<file path="config.mk">
export PLATFORM = sky130hd
export DESIGN_NAME = spi_master
export DESIGN_NICKNAME = d
export VERILOG_FILES = /design/src/rtl/spi_pkg.sv /design/src/rtl/spi_shift_ctr.sv /design/src/rtl/spi_master.sv
export SDC_FILE = /design/constraint.sdc
export NUM_CORES = 1
export LEC_CHECK = 0
export CAP_MARGIN = 10
export CORE_MARGIN = 3
export CORE_UTILIZATION = 32
export DETAILED_ROUTE_END_ITERATION = 8
export PLACE_DENSITY = 0.5
export SLEW_MARGIN = 20
export SYNTH_ARGS = -nofsm -noshare
export SYNTH_HDL_FRONTEND = slang
export SYNTH_SLANG_ARGS = --single-unit
</file>
<file path="constraint.sdc">
create_clock -name clk -period 2.1 [get_ports clk]
set_clock_uncertainty 0.1 [all_clocks]
set_input_delay 0.42 -clock clk [delete_from_list [all_inputs] [get_ports clk]]
set_output_delay 0.42 -clock clk [all_outputs]
set_load 0.05 [all_outputs]
</file>
<file path="src/rtl/spi_pkg.sv">
// Shared definitions for the SPI initiator: opcodes, widths and the master state encoding.
package spi_pkg;

  localparam int CMD_W  = 10;
  localparam int DATA_W = 8;

  localparam logic [1:0] OP_WR_ADDR = 2'b00;
  localparam logic [1:0] OP_WR_DATA = 2'b01;
  localparam logic [1:0] OP_RD_ADDR = 2'b10;
  localparam logic [1:0] OP_RD_DATA = 2'b11;

  typedef enum logic [2:0] {
    ST_IDLE    = 3'd0,
    ST_START   = 3'd1,
    ST_SHIFT   = 3'd2,
    ST_HOLD    = 3'd3,
    ST_WAIT    = 3'd4,
    ST_CAPTURE = 3'd5,
    ST_GAP     = 3'd6
  } state_e;

  // Slave select is driven low in every state that belongs to a frame.
  function automatic logic ss_active(input state_e s);
    return (s != ST_IDLE) && (s != ST_GAP);
  endfunction

endpackage

</file>
<file path="src/rtl/spi_shift_ctr.sv">
// 4-bit down-counter timing the fixed-length phases of a frame.
// Loading N-1 on entry to a phase makes done_o rise on the phase's last cycle.
module spi_shift_ctr (
  input  logic       clk,
  input  logic       rst,
  input  logic       load_i,
  input  logic [3:0] load_val_i,
  output logic       done_o
);

  logic [3:0] cnt_q;
  logic [3:0] cnt_d;

  // Load has priority; otherwise count down and park at zero.
  always_comb begin
    cnt_d = cnt_q;
    if (load_i) begin
      cnt_d = load_val_i;
    end else if (cnt_q != 4'd0) begin
      cnt_d = cnt_q - 4'd1;
    end else begin
      cnt_d = cnt_q;
    end
  end

  // Counter register.
  always_ff @(posedge clk or posedge rst) begin
    if (rst) begin
      cnt_q <= 4'd0;
    end else begin
      cnt_q <= cnt_d;
    end
  end

  assign done_o = (cnt_q == 4'd0);

endmodule

</file>
<file path="src/rtl/spi_master.sv">
// SPI initiator: serialises 10-bit commands MSB-first on MOSI and, for RD_DATA
// commands, captures an 8-bit reply from MISO. One bit per clk; all outputs registered.
module spi_master
  import spi_pkg::*;
#(
  parameter int RD_LAT   = 3,
  parameter int IDLE_GAP = 1
) (
  input  logic                clk,
  input  logic                rst,
  input  logic                cmd_valid,
  input  logic [CMD_W-1:0]    cmd_data,
  output logic                cmd_ready,
  output logic                rsp_valid,
  output logic [DATA_W-1:0]   rsp_data,
  output logic                busy,
  output logic                SS_n,
  output logic                MOSI,
  input  logic                MISO
);

  localparam logic [3:0] SHIFT_LOAD = 4'd9;
  localparam logic [3:0] CAP_LOAD   = 4'd7;
  localparam logic [3:0] WAIT_LOAD  = (RD_LAT > 1) ? 4'(RD_LAT - 2) : 4'd0;
  localparam logic [3:0] GAP_LOAD   = 4'(IDLE_GAP - 1);

  state_e              state_q, state_d;
  logic [CMD_W-1:0]    shift_q, shift_d;
  logic [1:0]          op_q, op_d;
  logic [DATA_W-1:0]   rx_q, rx_d;
  logic [DATA_W-1:0]   rsp_data_q, rsp_data_d;
  logic                rsp_valid_q, rsp_valid_d;
  logic                ss_n_q, ss_n_d;
  logic                mosi_q, mosi_d;
  logic                busy_q, busy_d;
  logic                ready_q, ready_d;
  logic                ctr_load_s;
  logic [3:0]          ctr_val_s;
  logic                ctr_done_s;

  spi_shift_ctr u_ctr (
    .clk        (clk),
    .rst        (rst),
    .load_i     (ctr_load_s),
    .load_val_i (ctr_val_s),
    .done_o     (ctr_done_s)
  );

  // State register.
  always_ff @(posedge clk or posedge rst) begin
    if (rst) begin
      state_q <= ST_IDLE;
    end else begin
      state_q <= state_d;
    end
  end

  // Next-state logic; the counter is loaded on every transition into a timed phase.
  always_comb begin
    state_d    = state_q;
    ctr_load_s = 1'b0;
    ctr_val_s  = 4'd0;
    case (state_q)
      ST_IDLE: begin
        if (cmd_valid) state_d = ST_START;
        else           state_d = ST_IDLE;
      end
      ST_START: begin
        state_d    = ST_SHIFT;
        ctr_load_s = 1'b1;
        ctr_val_s  = SHIFT_LOAD;
      end
      ST_SHIFT: begin
        if (ctr_done_s) state_d = ST_HOLD;
        else            state_d = ST_SHIFT;
      end
      ST_HOLD: begin
        ctr_load_s = 1'b1;
        if (op_q == OP_RD_DATA) begin
          if (RD_LAT > 1) begin
            state_d   = ST_WAIT;
            ctr_val_s = WAIT_LOAD;
          end else begin
            state_d   = ST_CAPTURE;
            ctr_val_s = CAP_LOAD;
          end
        end else begin
          state_d   = ST_GAP;
          ctr_val_s = GAP_LOAD;
        end
      end
      ST_WAIT: begin
        if (ctr_done_s) begin
          state_d    = ST_CAPTURE;
          ctr_load_s = 1'b1;
          ctr_val_s  = CAP_LOAD;
        end else begin
          state_d = ST_WAIT;
        end
      end
      ST_CAPTURE: begin
        if (ctr_done_s) begin
          state_d    = ST_GAP;
          ctr_load_s = 1'b1;
          ctr_val_s  = GAP_LOAD;
        end else begin
          state_d = ST_CAPTURE;
        end
      end
      ST_GAP: begin
        if (ctr_done_s) state_d = ST_IDLE;
        else            state_d = ST_GAP;
      end
      default: state_d = ST_IDLE;
    endcase
  end

  // Datapath and output next-values; pins are derived from the next state so they register cleanly.
  always_comb begin
    shift_d     = shift_q;
    op_d        = op_q;
    rx_d        = rx_q;
    rsp_data_d  = rsp_data_q;
    rsp_valid_d = 1'b0;
    case (state_q)
      ST_IDLE: begin
        if (cmd_valid) begin
          shift_d = cmd_data;
          op_d    = cmd_data[9:8];
        end else begin
          shift_d = shift_q;
        end
      end
      ST_SHIFT: shift_d = {shift_q[CMD_W-2:0], 1'b0};
      ST_CAPTURE: begin
        rx_d = {rx_q[DATA_W-2:0], MISO};
        if (ctr_done_s) begin
          rsp_data_d  = {rx_q[DATA_W-2:0], MISO};
          rsp_valid_d = 1'b1;
        end else begin
          rsp_valid_d = 1'b0;
        end
      end
      default: rx_d = rx_q;
    endcase
    ss_n_d  = ~ss_active(state_d);
    // START shows cmd[9] and the first SHIFT cycle repeats it, since shifting starts in SHIFT.
    mosi_d  = ((state_d == ST_START) || (state_d == ST_SHIFT)) ? shift_d[CMD_W-1] : 1'b0;
    busy_d  = (state_d != ST_IDLE);
    ready_d = (state_d == ST_IDLE);
  end

  // Datapath and output registers.
  always_ff @(posedge clk or posedge rst) begin
    if (rst) begin
      shift_q     <= '0;
      op_q        <= 2'b00;
      rx_q        <= '0;
      rsp_data_q  <= '0;
      rsp_valid_q <= 1'b0;
      ss_n_q      <= 1'b1;
      mosi_q      <= 1'b0;
      busy_q      <= 1'b0;
      ready_q     <= 1'b1;
    end else begin
      shift_q     <= shift_d;
      op_q        <= op_d;
      rx_q        <= rx_d;
      rsp_data_q  <= rsp_data_d;
      rsp_valid_q <= rsp_valid_d;
      ss_n_q      <= ss_n_d;
      mosi_q      <= mosi_d;
      busy_q      <= busy_d;
      ready_q     <= ready_d;
    end
  end

  assign cmd_ready = ready_q;
  assign rsp_valid = rsp_valid_q;
  assign rsp_data  = rsp_data_q;
  assign busy      = busy_q;
  assign SS_n      = ss_n_q;
  assign MOSI      = mosi_q;

endmodule

</file>
Word-level counts from Yosys, hierarchy flattened
Cells that the tools add are included.
{"block": "classes", "n_reduce_logical": 14, "bitwise": 1, "n_eq_ne": 11, "add_sub_neg": 1, "mux": 18}
{"cell": "3-bit case mux with 7 select lines", "count": 1}
{"cell": "10-bit case mux with 2 select lines", "count": 1}
{"cell": "4-bit case mux with 3 select lines", "count": 1}
{"cell": "10-bit two-way mux", "count": 1}
{"cell": "3-bit by 2-bit equality test with 1-bit output, second input constant", "count": 3}
{"cell": "3-bit equality test, second input constant", "count": 3}
{"cell": "4-bit two-way mux", "count": 2}
{"cell": "1-bit two-way mux", "count": 7}
{"cell": "3-bit by 1-bit equality test with 1-bit output, second input constant", "count": 2}
{"cell": "3-bit logical NOT", "count": 2}
{"cell": "3-bit two-way mux", "count": 2}
{"cell": "2-bit AND reduction", "count": 3}
{"cell": "4-bit logical NOT", "count": 1}
{"cell": "2-bit two-way mux", "count": 2}
{"cell": "2-bit nonzero test", "count": 2}
{"cell": "4-bit nonzero test", "count": 1}
{"cell": "2-bit OR reduction", "count": 2}
{"cell": "4-bit by 1-bit subtractor with 4-bit output, second input constant", "count": 1}
{"cell": "3-bit != test, second input constant", "count": 1}
{"cell": "3-bit nonzero test", "count": 1}
{"cell": "2-bit equality test, second input constant", "count": 1}
{"cell": "2-bit != test, second input constant", "count": 1}
{"cell": "1-bit case mux with 2 select lines", "count": 1}
{"cell": "1-bit logical AND", "count": 1}
{"cell": "other kinds (2)", "count": 2}
{"block": "totals", "register_bits": 39, "elab_cells": 57, "in_bits": 14, "out_inout_bits": 13}

Longest topological paths before layout
Gate-level depths: netlist (run 1).
{"block": "depth", "word_depth": 6, "mapped_depth": 5, "ltp_nobuf": 5}

Hierarchy
From an unflattened synthesis (run 1), not the netlist that was laid out.
{"block": "hier_totals", "hier_cells": 148, "area_unflattened_um2": 1749.2}
{"module": "spi_master", "seq_area_each_um2": 878.3, "area_per_inst_um2": 1512.7, "n_inst": 1, "cells_per_inst": 125}
{"module": "spi_shift_ctr", "seq_area_each_um2": 100.1, "area_per_inst_um2": 236.5, "n_inst": 1, "cells_per_inst": 23}

Worst setup path before layout (run 1)
Ideal clock, no wire load.
{"block": "synth_timing", "path_kind": "flip-flop to flip-flop", "from": "reg u_ctr.cnt_q[0]", "to": "reg state_q[1]", "t_arrival_ns": 1.377, "path_buffers": 0, "setup_slack_ns": 0.502, "synth_period_minus_slack_ns": 1.598, "setup_time_ns": 0.122, "required_ns": 1.878, "stages_incl_launch_ff": 6, "path_cell_list": "dfrtp_1 -> inv_1 -> ha_1 -> nor3b_2 -> o21ai_0 -> a32o_1"}
{"block": "synth_between", "elab_chain_len": 3, "word_cells_on_any_way": 4, "classes_between": "mux (3); reduce/logical (1)"}
{"element": "from (decl)", "line": "spi_shift_ctr.sv:11", "source": "logic [3:0] cnt_q;"}
{"element": "from (signal assigned)", "line": "spi_shift_ctr.sv:31", "source": "cnt_q <= cnt_d;"}
{"element": "4-bit logical NOT *", "line": "spi_shift_ctr.sv:35", "source": "assign done_o = (cnt_q == 4'd0);"}
{"element": "3-bit two-way mux or 2-bit two-way mux (tied branches)", "line": "spi_master.sv:111, spi_master.sv:102"}
{"element": "3-bit case mux with 7 select lines *", "line": "spi_master.sv:63", "source": "case (state_q)"}
{"element": "via state_d[1]", "line": "spi_master.sv:27", "source": "state_e state_q, state_d;"}
{"element": "to (signal assigned)", "line": "spi_master.sv:54", "source": "state_q <= state_d;"}
{"element": "to (decl)", "line": "spi_master.sv:27"}
The timed path passes the listed nets; every way through them passes the cells marked *.
A chain may end at the register's enable or synchronous reset.

Worst setup path after layout (run 1)
{"block": "layout_timing", "from": "reg rsp_data_q[2] (netlist: rsp_data[2])", "to": "out rsp_data[2]"}
{"element": "from (decl)", "line": "spi_master.sv:31", "source": "logic [DATA_W-1:0] rsp_data_q, rsp_data_d;"}
{"element": "from (signal assigned)", "line": "spi_master.sv:169", "source": "rsp_data_q <= rsp_data_d;"}
{"element": "to (decl)", "line": "spi_master.sv:15", "source": "output logic [DATA_W-1:0] rsp_data,"}
No word-level cell between the ends.

==> results of run 1 <==
==> per-layer routing <==
metal	up-vias	global-route usage (%)
li1	665	-
met1	681	16.1
met2	38	18.8
met3	2	3.46
met4	0	4.24
met5	-	0
==> sequential cells by signal, indices dropped and copies added, names as in the netlist, 2 cells and up <==
register	flops
op_q	2
rsp_data	8
rx_q	7
shift_q	10
state_q	3
u_ctr.cnt_q	4
==> synth_stat cells, drive strengths merged <==
library cell | number | area (µm²)
nand3 | 2 | 10.0
o221a | 2 | 22.5
dfrtp | 37 | 926
a32oi | 1 | 8.76
a211o | 1 | 8.76
nor2 | 6 | 25.0
ha | 1 | 12.5
dfstp | 2 | 52.6
o21ai | 14 | 70.1
nand2b | 2 | 12.5
nor3b | 2 | 31.3
mux2 | 17 | 221
and3b | 1 | 8.76
clkbuf | 3 | 11.3
o21bai | 1 | 7.51
or4b | 1 | 10.0
nor4b | 2 | 32.5
xnor2 | 1 | 8.76
nor3 | 3 | 20.0
a21o | 2 | 15.0
a32o | 1 | 10.0
mux2i | 2 | 20.0
nand2 | 6 | 30.0
a21oi | 6 | 30.0
buf | 6 | 47.5
a22oi | 8 | 60.1
nor4bb | 1 | 10.0
or3b | 1 | 8.76
o41ai | 1 | 8.76
a31oi | 9 | 56.3
o21a | 1 | 7.51
or2 | 1 | 6.26
inv | 5 | 18.8
and2b | 1 | 7.51
nor2b | 12 | 75.1
and4bb | 1 | 16.3
nand3b | 1 | 7.51
==> power by group <==
group	switching [mW]	internal [mW]
clock	0.244	0.233
combinational	0.774	0.688
sequential	0.319	1.05
==> how the worst min path moves through the flow <==
stage / to / start / slack, ps
after global placement: shift_q[0]$_DFFE_PP0P_ / shift_q[0]$_DFFE_PP0P_ / 390
final: shift_q[0]$_DFFE_PP0P_ / shift_q[0]$_DFFE_PP0P_ / 410
after CTS: shift_q[0]$_DFFE_PP0P_ / shift_q[0]$_DFFE_PP0P_ / 420
after global routing: rsp_data[4]$_DFFE_PP0P_ / rsp_data[4]$_DFFE_PP0P_ / 440
after detailed placement: rsp_data[5]$_DFFE_PP0P_ / rsp_data[5]$_DFFE_PP0P_ / 400
after floorplan: shift_q[0]$_DFFE_PP0P_ / shift_q[0]$_DFFE_PP0P_ / 360
==> layout make-up <==
type	count	area share (%)
Sequential cell	39	41.4
Inverter	5	0.794
Timing Repair Buffer	34	13.3
Multi-Input combinational cell	111	37.2
Clock buffer	7	3.23
Clock inverter	1	0.212
Tap cell	72	3.81
==> per-stage QoR <==
step | setup WS, ps | hold WS (ps)
floorplan | 502 | 365
global placement | 260 | 386
CTS | 96.4 | 422
finish | 105 | 415
global route | 62.9 | 441
detailed placement | 224 | 395
==> logic make-up (layout without fill, tap and decap cells) <==
group / count (synthesis) / after routing / share of synthesized area, %
compound gates: 47 / 47 / 15.8
xor+xnor: 1 / 1 / 0.453
fa+ha+maj: 1 / 1 / 0.646
buf+inv: 14 / 47 / 4.01
flops: 39 / 39 / 50.5
mux: 19 / 19 / 12.5
simple gates: 43 / 43 / 16.1
==> flow_metrics.tcl, run 1 <==
set metrics [dict create \
    status "finished, final reports clean" \
    fillers 530 \
    slowest_stage "clkdlybuf4s50_1" \
    synth.distinct_cells 47 \
    start_kind "register" \
    rrSetupSlack_ps 270 \
    cp_max_fo 2 \
    area_growth_pct 22.1 \
    rsz0062_at_grt "no" \
    wirelength_mm 4.03 \
    crit_family "buffers and inverters" \
    cp-endpoint "rsp_data[2]" \
    pwr_density_cell_nw_per_um2 1400 \
    final_nets 211 \
    yosysWarnings 0 \
    syn_area_um2 1940 \
    critPathCaptureType "output port" \
    cts-hold-fix-buffers 0 \
    netlist_instances 164 \
    setup_tns_ps 0 \
    dp_hpwl_mm 2.75 \
    design_area_um2 2360 \
    maxUsedRoutingLayer "met4" \
    cp.required_ps 1580 \
    post-route-period-util_pct 95.0 \
    avgSynthCellArea_um2 11.8 \
    timing.slew.headroom_pct 65.2 \
    fin_util_pct 41.6 \
    start_util_pct 34.1 \
    clockBufferDepth 2 \
    dieArea_um2 7020 \
    leakage_nw 1.05 \
    grt_pass1_vias 1440 \
    drc 0 \
    most-common-layout-cells "dfrtp_1 (37), clkdlybuf4s50_1 (24), nor2b_1 (12)" \
    yosysSeqAreaShare_pct 50.5 \
    ir_drop_mv 0.784 \
    drt-wirelength-per-cell_um 15.0 \
    final-setup-viol-count 0 \
    wl_met1_mm 1.88 \
    first_pass_iters 4 \
    slowest_delay_ps 820 \
    drive_gt1_share_pct 21.8 \
    core_region_area_um2 5680 \
    crit_start "rsp_data[2]$_DFFE_PP0P_" \
    final_common_cell "dfrtp_1" \
    die_w_um 83.8 \
    final-max-slew-violation-count 0 \
    power.total_mw 3.31 \
    gr-total-overflow 0 \
    synth_fp_nets 179 \
    max_cap_violations 0 \
    insertion_delay_ps 290 \
    clk_pin_slew_ps 70 \
    timing.rr.start "u_ctr.cnt_q[0]$_DFFE_PP0P_" \
    regArea_um2 978 \
    min_period_ps 2000 \
    drt_iter0_drc 62 \
    crit_type "reg2out" \
    path_buf_inv 1 \
    regToRegEndpoint "MOSI$_DFF_PP0_" \
    cp_cell_sequence "clkdlybuf4s50_1" \
    whs_path_depth 2 \
    cts_setup_buffers 0 \
    multi_input_area_um2 880 \
    rows 27 \
    tightestPinTransition_ps 522 \
    gp_congestion 0.763 \
    arrival_ps 1480 \
    port_buffers 26 \
    hold_viol 0 \
    cts.repair.resized 0 \
    vias_per_cell 5.15 \
    final_cells 269 \
    cts_tree "built" \
    grt_max_degree 40 \
    cts-htree-levels 2 \
    io_pins 27 \
    hold_path_class "reg2reg" \
    met3_length_um 226 \
    grtUsageTotal_pct 12.1 \
    dp.cells 261 \
    antenna_cells 0 \
    crit_cells 1 \
    cts_root_buf "clkbuf_8" \
    numCtsBuffers 5 \
    die_y_um 83.8 \
    numClockSinks 39 \
    r2r_cells 6 \
    max_freq_mhz 501 \
    met2_wirelength_mm 1.91 \
    vias 1386 \
    postRouteAntennaNets 0 \
    synth_seq_cells 39 \
    grt_antenna_before_repair 0 \
    grt_first_pass_wirelength_mm 6.91 \
    placed_cell_area_um2 2280 \
]
No activity file was read; power rests on OpenSTA's default activity.
==> inputs of run 2 (changes only) <==
--- a/config.mk
+++ b/config.mk
@@ -5,6 +5,7 @@
 export SDC_FILE = /design/constraint.sdc
 export NUM_CORES = 1
 export LEC_CHECK = 0
+export ABC_CLOCK_PERIOD_IN_PS = 2100
 export CAP_MARGIN = 10
 export CORE_MARGIN = 3
 export CORE_UTILIZATION = 32
==> results of run 2 <==
Final layout, timing and power as in run 1 (identical DEF).
